$ cat src/rtl/ram_pkg.sv
// Shared types and byte helpers for ram_sdp_clr (state enum, byte merge, byte parity).
// Latency: none; types and pure functions only.
// Backpressure: none.
package ram_pkg;

    localparam int BYTE_W = 8;

    typedef enum logic {
        CLEAR = 1'b0,
        IDLE  = 1'b1
    } state_t;

    // Pick the new byte where its enable is set, else keep the old one.
    function automatic logic [BYTE_W-1:0] byte_merge(
        input logic [BYTE_W-1:0] old_b,
        input logic [BYTE_W-1:0] new_b,
        input logic              be
    );
        return be ? new_b : old_b;
    endfunction

    // Even parity bit: makes the total count of ones in byte+parity even.
    function automatic logic byte_par(input logic [BYTE_W-1:0] b);
        return ^b;
    endfunction

endpackage

$ cat src/rtl/ram_sdp_clr_if.sv
// Write/read/clear bus of ram_sdp_clr; master drives strobes, slave is the RAM.
// Latency: none; wiring only. RAM_SDP_PARITY_EN adds inj_err and par_err.
// Backpressure: none at this level; busy tells the master that strobes are dropped.
interface ram_sdp_clr_if #(
    parameter int DATA_WIDTH = 8,
    parameter int ADDR_WIDTH = 8
) ();
    logic                    clr_req;
    logic                    busy;
    logic                    wr_en;
    logic [ADDR_WIDTH-1:0]   wr_addr;
    logic [DATA_WIDTH-1:0]   wr_data;
    logic [DATA_WIDTH/8-1:0] wr_be;
    logic                    rd_en;
    logic [ADDR_WIDTH-1:0]   rd_addr;
    logic [DATA_WIDTH-1:0]   rd_data;
    logic                    rd_valid;
`ifdef RAM_SDP_PARITY_EN
    logic                    inj_err;
    logic                    par_err;

    modport master (output clr_req, wr_en, wr_addr, wr_data, wr_be, rd_en, rd_addr, inj_err,
                    input  busy, rd_data, rd_valid, par_err);
    modport slave  (input  clr_req, wr_en, wr_addr, wr_data, wr_be, rd_en, rd_addr, inj_err,
                    output busy, rd_data, rd_valid, par_err);
`else
    modport master (output clr_req, wr_en, wr_addr, wr_data, wr_be, rd_en, rd_addr,
                    input  busy, rd_data, rd_valid);
    modport slave  (input  clr_req, wr_en, wr_addr, wr_data, wr_be, rd_en, rd_addr,
                    output busy, rd_data, rd_valid);
`endif
endinterface

$ cat src/rtl/ram_sdp_array.sv
// Raw storage: lane-masked synchronous write port and registered read port, no control.
// Latency: read data registered on the edge that samples re (1 cycle); same-edge write is not visible.
// Backpressure: none; every strobe is accepted.
module ram_sdp_array #(
    parameter int ADDR_WIDTH = 8,
    parameter int NB         = 1,
    parameter int LANE_W     = 8
) (
    input  logic                       clk,
    input  logic                       rst_n,
    input  logic                       we,
    input  logic [ADDR_WIDTH-1:0]      waddr,
    input  logic [NB-1:0][LANE_W-1:0]  wdata,
    input  logic [NB-1:0]              wlane,
    input  logic                       re,
    input  logic [ADDR_WIDTH-1:0]      raddr,
    output logic [NB-1:0][LANE_W-1:0]  rdata
);
    localparam int DEPTH = 2 ** ADDR_WIDTH;

    logic [NB-1:0][LANE_W-1:0] mem [DEPTH];

    // Lane-masked write; the array itself is never reset.
    always_ff @(posedge clk) begin
        if (we) begin
            for (int k = 0; k < NB; k++) begin
                if (wlane[k]) mem[waddr][k] <= wdata[k];
            end
        end
    end

    // Registered read returns the pre-write word on an address collision.
    always_ff @(posedge clk or negedge rst_n) begin
        if (!rst_n)  rdata <= '0;
        else if (re) rdata <= mem[raddr];
    end

endmodule

$ cat src/rtl/ram_sdp_clr.sv
// Simple dual-port RAM with byte enables, read-during-write select and a clear sequencer (RAM_SDP_PARITY_EN adds byte parity).
// Latency: read data 1 cycle after rd_en (OUT_REG=0) or 2 cycles (OUT_REG=1); full throughput.
// Backpressure: none; while busy (clearing) wr_en/rd_en/clr_req are dropped, not queued.
module ram_sdp_clr
    import ram_pkg::*;
#(
    parameter int                    DATA_WIDTH = 8,
    parameter int                    ADDR_WIDTH = 8,
    parameter logic [DATA_WIDTH-1:0] INIT_VALUE = '0,
    parameter int                    RDW_NEW    = 0,
    parameter int                    OUT_REG    = 0
) (
    input logic          clk,
    input logic          rst_n,
    ram_sdp_clr_if.slave bus
);
    localparam int NB = DATA_WIDTH / BYTE_W;
`ifdef RAM_SDP_PARITY_EN
    localparam int LANE_W = BYTE_W + 1;
`else
    localparam int LANE_W = BYTE_W;
`endif

    state_t                    state, state_nxt;
    logic [ADDR_WIDTH-1:0]     ptr;
    logic                      busy, usr_wr, usr_rd;

    logic [NB-1:0][LANE_W-1:0] usr_lane, init_lane, arr_wdata, arr_rdata;
    logic                      arr_we;
    logic [ADDR_WIDTH-1:0]     arr_waddr;
    logic [NB-1:0]             arr_wlane;

    logic                      rd_v0, byp;
    logic [NB-1:0]             byp_be;
    logic [NB-1:0][LANE_W-1:0] byp_dat;
    logic [DATA_WIDTH-1:0]     word0;
`ifdef RAM_SDP_PARITY_EN
    logic [NB-1:0]             err0;
`endif

    // State register: reset always restarts the clear from address 0.
    always_ff @(posedge clk or negedge rst_n) begin
        if (!rst_n) state <= CLEAR;
        else        state <= state_nxt;
    end

    // Next state: leave CLEAR after the last address, enter it on a request while idle.
    always_comb begin
        state_nxt = state;
        case (state)
            CLEAR:   if (ptr == '1)  state_nxt = IDLE;
            IDLE:    if (bus.clr_req) state_nxt = CLEAR;
            default: state_nxt = CLEAR;
        endcase
    end

    // Outputs of the FSM: user strobes only pass while idle.
    always_comb begin
        busy   = (state == CLEAR);
        usr_wr = bus.wr_en & ~busy;
        usr_rd = bus.rd_en & ~busy;
    end

    assign bus.busy = busy;

    // Clear pointer walks every address once per clear, parks at 0 while idle.
    always_ff @(posedge clk or negedge rst_n) begin
        if (!rst_n)              ptr <= '0;
        else if (state == CLEAR) ptr <= ptr + 1'b1;
        else                     ptr <= '0;
    end

    // Per-byte lane formation for user data, clear data and the read merge.
    for (genvar k = 0; k < NB; k++) begin : g_lane
        localparam logic [BYTE_W-1:0] INIT_B = INIT_VALUE[k*BYTE_W +: BYTE_W];
        logic take;
        assign take = byp & byp_be[k];
        assign word0[k*BYTE_W +: BYTE_W] =
            byte_merge(arr_rdata[k][BYTE_W-1:0], byp_dat[k][BYTE_W-1:0], take);
`ifdef RAM_SDP_PARITY_EN
        logic par_b;
        // Byte 0 parity can be flipped on purpose to exercise the checker.
        assign usr_lane[k]  = {byte_par(bus.wr_data[k*BYTE_W +: BYTE_W]) ^ ((k == 0) ? bus.inj_err : 1'b0),
                               bus.wr_data[k*BYTE_W +: BYTE_W]};
        assign init_lane[k] = {byte_par(INIT_B), INIT_B};
        assign par_b        = take ? byp_dat[k][BYTE_W] : arr_rdata[k][BYTE_W];
        assign err0[k]      = par_b ^ byte_par(word0[k*BYTE_W +: BYTE_W]);
`else
        assign usr_lane[k]  = bus.wr_data[k*BYTE_W +: BYTE_W];
        assign init_lane[k] = INIT_B;
`endif
    end

    // Write mux: the clear sequencer owns the write port while busy.
    always_comb begin
        arr_we    = usr_wr;
        arr_waddr = bus.wr_addr;
        arr_wdata = usr_lane;
        arr_wlane = bus.wr_be;
        if (busy) begin
            arr_we    = 1'b1;
            arr_waddr = ptr;
            arr_wdata = init_lane;
            arr_wlane = '1;
        end
    end

    ram_sdp_array #(
        .ADDR_WIDTH (ADDR_WIDTH),
        .NB         (NB),
        .LANE_W     (LANE_W)
    ) u_array (
        .clk   (clk),
        .rst_n (rst_n),
        .we    (arr_we),
        .waddr (arr_waddr),
        .wdata (arr_wdata),
        .wlane (arr_wlane),
        .re    (usr_rd),
        .raddr (bus.rd_addr),
        .rdata (arr_rdata)
    );

    // Capture the colliding write alongside an accepted read so new-data mode can overlay it.
    always_ff @(posedge clk or negedge rst_n) begin
        if (!rst_n) begin
            rd_v0   <= 1'b0;
            byp     <= 1'b0;
            byp_be  <= '0;
            byp_dat <= '0;
        end else begin
            rd_v0 <= usr_rd;
            if (usr_rd) begin
                byp     <= (RDW_NEW != 0) && usr_wr && (bus.wr_addr == bus.rd_addr);
                byp_be  <= bus.wr_be;
                byp_dat <= usr_lane;
            end
        end
    end

    if (OUT_REG != 0) begin : g_oreg
        logic [DATA_WIDTH-1:0] rd_data_q;
        logic                  rd_valid_q;
`ifdef RAM_SDP_PARITY_EN
        logic                  par_err_q;
        // Parity flag registered with the data it describes.
        always_ff @(posedge clk or negedge rst_n) begin
            if (!rst_n) par_err_q <= 1'b0;
            else        par_err_q <= rd_v0 & (|err0);
        end
        assign bus.par_err = par_err_q;
`endif
        // Output register; data holds when no read completes.
        always_ff @(posedge clk or negedge rst_n) begin
            if (!rst_n) begin
                rd_data_q  <= '0;
                rd_valid_q <= 1'b0;
            end else begin
                rd_valid_q <= rd_v0;
                if (rd_v0) rd_data_q <= word0;
            end
        end
        assign bus.rd_data  = rd_data_q;
        assign bus.rd_valid = rd_valid_q;
    end else begin : g_comb
        assign bus.rd_data  = word0;
        assign bus.rd_valid = rd_v0;
`ifdef RAM_SDP_PARITY_EN
        assign bus.par_err  = rd_v0 & (|err0);
`endif
    end

endmodule

$ cat src/flat_wrapper.sv
// flat-port wrapper written by rule: the top's interface ports become plain ports
module ram_sdp_clr_flat import ram_pkg::*;
#(
    parameter int                    DATA_WIDTH = 8,
    parameter int                    ADDR_WIDTH = 8,
    parameter logic [DATA_WIDTH-1:0] INIT_VALUE = '0,
    parameter int                    RDW_NEW    = 0,
    parameter int                    OUT_REG    = 0
)
  (clk, rst_n, bus_clr_req, bus_wr_en, bus_wr_addr, bus_wr_data, bus_wr_be, bus_rd_en, bus_rd_addr, bus_busy, bus_rd_data, bus_rd_valid);
  ram_sdp_clr_if #(.DATA_WIDTH(DATA_WIDTH), .ADDR_WIDTH(ADDR_WIDTH)) bus_i ();
  input logic clk;
  input logic rst_n;
  input wire logic [$bits(bus_i.clr_req)-1:0] bus_clr_req;
  input wire logic [$bits(bus_i.wr_en)-1:0] bus_wr_en;
  input wire logic [$bits(bus_i.wr_addr)-1:0] bus_wr_addr;
  input wire logic [$bits(bus_i.wr_data)-1:0] bus_wr_data;
  input wire logic [$bits(bus_i.wr_be)-1:0] bus_wr_be;
  input wire logic [$bits(bus_i.rd_en)-1:0] bus_rd_en;
  input wire logic [$bits(bus_i.rd_addr)-1:0] bus_rd_addr;
  output wire logic [$bits(bus_i.busy)-1:0] bus_busy;
  output wire logic [$bits(bus_i.rd_data)-1:0] bus_rd_data;
  output wire logic [$bits(bus_i.rd_valid)-1:0] bus_rd_valid;
  assign bus_i.clr_req = bus_clr_req;
  assign bus_i.wr_en = bus_wr_en;
  assign bus_i.wr_addr = bus_wr_addr;
  assign bus_i.wr_data = bus_wr_data;
  assign bus_i.wr_be = bus_wr_be;
  assign bus_i.rd_en = bus_rd_en;
  assign bus_i.rd_addr = bus_rd_addr;
  assign bus_busy = bus_i.busy;
  assign bus_rd_data = bus_i.rd_data;
  assign bus_rd_valid = bus_i.rd_valid;
  ram_sdp_clr #(.DATA_WIDTH(DATA_WIDTH), .ADDR_WIDTH(ADDR_WIDTH), .INIT_VALUE(INIT_VALUE), .RDW_NEW(RDW_NEW), .OUT_REG(OUT_REG)) u_core (.clk(clk), .rst_n(rst_n), .bus(bus_i));
endmodule
$ cat config.mk
export PLATFORM = sky130hd
export DESIGN_NAME = ram_sdp_clr_flat
export DESIGN_NICKNAME = d
export VERILOG_FILES = /design/src/rtl/ram_pkg.sv /design/src/rtl/ram_sdp_clr_if.sv /design/src/rtl/ram_sdp_array.sv /design/src/rtl/ram_sdp_clr.sv /design/src/flat_wrapper.sv
export SDC_FILE = /design/constraint.sdc
export NUM_CORES = 2
export LEC_CHECK = 0
export CAP_MARGIN = 20
export CORE_MARGIN = 3
export CORE_UTILIZATION = 50
export CTS_CLUSTER_DIAMETER = 200
export CTS_CLUSTER_SIZE = 20
export DETAILED_ROUTE_END_ITERATION = 12
export GPL_TIMING_DRIVEN = 0
export PLACE_DENSITY = 0.65
export SETUP_SLACK_MARGIN = 0.5
export SLEW_MARGIN = 20
export SYNTH_ARGS = -nofsm -noshare
export SYNTH_HDL_FRONTEND = slang
export SYNTH_HIERARCHICAL = 1
export SYNTH_SLANG_ARGS = --single-unit
export TNS_END_PERCENT = 30
$ cat constraint.sdc
create_clock -name clk -period 6.1 [get_ports clk]
set_input_delay 1.22 -clock clk [delete_from_list [all_inputs] [get_ports clk]]
set_output_delay 1.22 -clock clk [all_outputs]
set_load 0.01 [all_outputs]
* After elaboration in Yosys (flattened, before gate mapping)
Memories as Yosys holds them, arrays and structs flattened. A register that Yosys moved wholly into a read port is not among the register bits.
Cells that the tools add are included.
** Cells by class
- Equal/unequal tests :: 1
- Muxes and demuxes :: 11
- Bitwise operators :: 3
- Reduce and logical (&&, ||, !) cells :: 1
- $add $sub $neg :: 1
** Operators with widths (number)
- $mux W8 :: 3
- $add A8 B1 Y8 const B :: 1
- $eq A8 B8 Y1 const B :: 1
- $mux W1 :: 7
- $and A1 B1 Y1 :: 2
- $pmux W1 S2 :: 1
- $logic_not A1 Y1 :: 1
- $not A1 Y1 :: 1
** Storage, ports and cells
- Memories kept :: 1
- Memory bits (writable) :: 2048
- Logic and storage cells :: 21
- Output and inout bits :: 10
- Flip-flop bits (word level) :: 10
- Input port bits :: 30
** Memory list
- u_core.u_array.mem :: depth 256, bits a word 8, read ports 1, clocked after memory_dff 1, write ports 1, line ram_sdp_array.sv:21 : logic [NB-1:0][LANE_W-1:0] mem [DEPTH];

* Logic depth before layout (Yosys ltp)
- Depth in word-level cells :: 4
- Depth in mapped cells :: 13
- Gate-level depth less buffers :: 8

* Modules after synthesis
Netlist, hierarchy kept.
** By module, submodules not included
- ram_sdp_array :: area each 80114.3 µm², cells each 3925, seq. area each 61699.2 µm², instances 1
- ram_sdp_clr :: area each 576.8 µm², cells each 64, seq. area each 250.2 µm², instances 1

* Worst setup path before layout
No wires, ideal clock.
- Path type :: input to register
- Start :: in bus_wr_data[4]
- End :: mem u_core/u_array/mem[0][4] (netlist name) (data pin)
- Stages :: 1
- Data required time :: 5.230 ns
- Path buffers :: 0
- Slack :: 0.766 ns
- Setup time :: 0.870 ns
- Data arrival time :: 4.464 ns
- Cells stage by stage :: and2_1
** On the way
- Word-level cells in the longest chain between the ends :: 1
** RTL lines
- start, declared :: line flat_wrapper.sv:17 : input wire logic [$bits(bus_i.wr_data)-1:0] bus_wr_data;
- $mux W8 :: line ram_sdp_clr.sv:100 : if (busy) begin
- end, declared :: line ram_sdp_array.sv:21
Every way passes these cells.

==> impl_metrics.ini <==
[logic_synthesis]
yosysSeqAreaShare = 0.768
avgSynthCellArea_um2 = 20.2
syn_nets = 4020
ys.flop_type = edfxtp_1
synthesis.area_mm2 = 0.0807
netlist_instances = 3989
postSynth.asyncResetShare = 0.00871
yosysWarnings = 6
ys_types = 62
synth-seq-cells = 2066
synth_edf_count = 2048

[critical_path]
rrSetupSlack_ns = 1.16
start_kind = primary input
slowest_delay_ns = 0.99
crit_top_cell = buf_2
crit_family = buffers and inverters
r2r-end = u_core/u_array/mem[208][7]$_DFFE_PP_
criticalPathCategory = primary input to register
r2r.worst_path.cells = 7
r2r_start = u_core/state$_DFF_PN0_
cp_cell_sequence = buf_2, buf_2, buf_2, buf_2, mux4_2, mux2i_1, o21ai_1, nand3_1, nor3_1, a211o_1
slowest_stage = buf_2
crit_path_end_kind = register
required_ns = 6.82
cp.arrival_ns = 6.75
path_buf_inv = 4
path_max_fanout = 11

[timing]
max_freq_mhz = 166
worst_slew_pin_slew_ns = 1.36
holdWs_ns = 0.423
setup_violations = 0
fin_crit_sh = 0.989
fin_crit_ns = 6.03
maxSlewHeadroom = 0.0930
rsz0062_at_grt = yes
finClkSkew_ns = 0.0515
finalMaxSlewViolations = 0
finalSetupTns_ns = 0
setup_slack_ns = 0.0679
hold_viol_final = 0

[floorplan]
die_h_um = 408
std_cell_rows = 146
dieWidth_um = 408
core_mm2 = 0.159
initial_core_util = 0.507
io-pin-count = 40
die_area_mm2 = 0.166

[place]
dp_hpwl_mm = 213
gp_congestion = 1.05
numPortBuffers = 36
dpl.cell_count = 6237
post-place-ws_ns = -0.488

[detailed_routing]
wl_per_cell_um = 49.8
routed_wl_mm = 320
drc = 0
vias = 47725
drt_first_pass_iters = 8
postRouteAntennaNets = 0
drt_iter0_markers = 10044
via_per_inst = 7.44

[clock_network]
numCtsBuffers = 113
root_buffer = clkbuf_16
clockBufferDepth = 3
clk_pin_slew_ns = 0.09
cts_tree = yes
htree_levels = 3
ctsHoldBuffers = 0
clock_sinks = 2066
cts_setup_buffers = 0
clock_latency_ns = 0.79

[layout]
nets = 4240
layout-drive-gt1-share = 0.182
syn_to_final_growth_pct = 9.83
finalNonFillerCells = 6416

[global_routing]
grt_max_degree = 79
grt.overflow.total = 0
grt_first_pass_wirelength_mm = 412
gr-usage-all-layers = 0.380
grt_pass1_vias = 42825
antenna_found_initial = 26

[flow_run]
maxCapViolCount = 0

[power_and_ir_drop]
p_per_area_mw_per_mm2 = 299
vdd_ir_drop_max_v = 0.000238
finalPower_uw = 26500
leakagePower_uw = 0.0282

[outcome]
status = finished, final reports clean

[hold_path]
hp-class = primary input to async pin
registers in the layout, summed over array words and instances, names as in the netlist:
register              flops
u_core/u_array/mem     2048
u_core/ptr                8
u_core/u_array/rdata      8
u_core/bus.rd_valid       1
u_core/state              1
worst register-to-register path, cell delays in order (launching register included):
cell and delay, ns:
dfrtp_1 0.33, buf_2 0.22, mux2_2 0.43, clkbuf_1 0.35, nor2_1 0.90, nand3_1 0.69
clkbuf_2 0.66, nor2_1 0.98
power by group:
part           total [µW]  internal (µW)  switching, µW
registers           15700          15600           99.9
clock network        7870           3460           4410
logic                2940            727           2210
total               26500          19800           6720
cells in the final DEF, fill, tap and decap left out, types with 15 or more instances in the layout:
cell / netlist / routed
edfxtp_1: 2048 / 2048
mux4_2: 363 / 363
mux2i_1: 293 / 293
nor2_1: 282 / 272
clkbuf_16: 0 / 117
nand2_1: 112 / 112
o22ai_1: 100 / 100
clkbuf_1: 104 / 78
a22oi_1: 67 / 67
buf_2: 55 / 62
a21oi_1: 59 / 59
o221ai_1: 57 / 57
clkbuf_2: 0 / 51
nand3_1: 50 / 50
buf_6: 45 / 46
a211oi_1: 42 / 42
buf_16: 0 / 40
clkdlybuf4s50_1: 0 / 35
diode_2: 0 / 32
o21ai_0: 34 / 32
buf_12: 5 / 27
nor3_1: 24 / 23
buf_4: 16 / 20
mux4_1: 20 / 20
nand4_1: 19 / 19
dfrtp_1: 18 / 18
a31oi_1: 15 / 15
worst max path at each step:
| stage | cells past startpoint | to | startpoint |
|---|---|---|---|
| final | 10 | u_core/u_array/rdata[0]$_DFFE_PN0P_ | bus_rd_addr[1] |
| after detailed placement | 10 | u_core/u_array/rdata[4]$_DFFE_PN0P_ | bus_rd_addr[2] |
| after global placement | 2 | u_core/u_array/mem[66][1]$_DFFE_PP_ | bus_wr_data[1] |
| after floorplan | 1 | u_core/u_array/mem[0][4]$_DFFE_PP_ | bus_wr_data[4] |
| after CTS | 10 | u_core/u_array/rdata[0]$_DFFE_PN0P_ | bus_rd_addr[1] |
| after global routing | 10 | u_core/u_array/rdata[0]$_DFFE_PN0P_ | bus_rd_addr[1] |
routing by layer:
layer / vias to the layer above / global-route usage / share of wire / wire (µm)
met1: 24847 / 0.488 / 0.33 / 104000
li1: 16893 / - / - / -
met3: 1069 / 0.175 / 0.18 / 56600
met2: 4902 / 0.508 / 0.41 / 130000
met5: - / 0 / 0.00030 / 96
met4: 14 / 0.276 / 0.088 / 28300
repair_timing:
item	CTS	global route
resized for setup	1	3
gates cloned	0	0
endpoints found under the setup margin	1	2
stage by stage:
step / utilization / area [µm²]
2_1_floorplan: - / 80700
3_3_place_gp: 0.526 / 83700
3_5_place_dp: 0.536 / 85400
4_1_cts: 0.556 / 88500
5_1_grt: 0.556 / 88500
6_report: 0.556 / 88600
cell usage after synthesis (all sizes together), types with 3 or more instances:
| cell | number | area share |
|---|---|---|
| a2111oi | 12 | 0.0013 |
| a211o | 6 | 0.00065 |
| a211oi | 42 | 0.0039 |
| a21oi | 59 | 0.0037 |
| a221oi | 7 | 0.00076 |
| a22o | 4 | 0.00043 |
| a22oi | 67 | 0.0062 |
| a311oi | 5 | 0.00054 |
| a31oi | 15 | 0.0012 |
| and2 | 21 | 0.0016 |
| buf | 143 | 0.015 |
| clkbuf | 104 | 0.0048 |
| dfrtp | 18 | 0.0056 |
| edfxtp | 2048 | 0.76 |
| inv | 7 | 0.00033 |
| mux2 | 6 | 0.00084 |
| mux2i | 293 | 0.036 |
| mux4 | 383 | 0.11 |
| nand2 | 112 | 0.0052 |
| nand2b | 7 | 0.00054 |
| nand3 | 51 | 0.0032 |
| nand3b | 3 | 0.00028 |
| nand4 | 19 | 0.0015 |
| nor2 | 282 | 0.013 |
| nor2b | 14 | 0.0011 |
| nor3 | 24 | 0.0015 |
| nor4 | 4 | 0.00031 |
| o2111ai | 3 | 0.00033 |
| o21ai | 36 | 0.0022 |
| o221ai | 57 | 0.0062 |
| o22ai | 100 | 0.0078 |
| or3 | 7 | 0.00054 |
| or3b | 3 | 0.00033 |
cell type report:
class / count / area [µm²]
well taps: 2146 / 2690
clock buffers: 141 / 3020
plain buffers: 247 / 1670
fillers: 11982 / 70700
clock inverters: 3 / 33.8
repair buffers: 105 / 1970
inverters: 7 / 26.3
multi-input cells: 1669 / 17200
diodes: 32 / 80.1
flip-flops and latches: 2066 / 61900
cell families (layout without fill, tap and decap cells):
kind of cell,Yosys count,in the layout,share of synthesized area
muxes,682,682,0.145
xor gates and xnor gates,3,3,0.000326
other,0,32,0
AOI/OAI and AO/OA,430,430,0.0370
adders and majority gates,1,1,0.000155
DFF,2066,2066,0.768
and+or+nand+nor,553,553,0.0298
buffers and inverters,254,503,0.0200
Power figures use the tool's default switching activity.
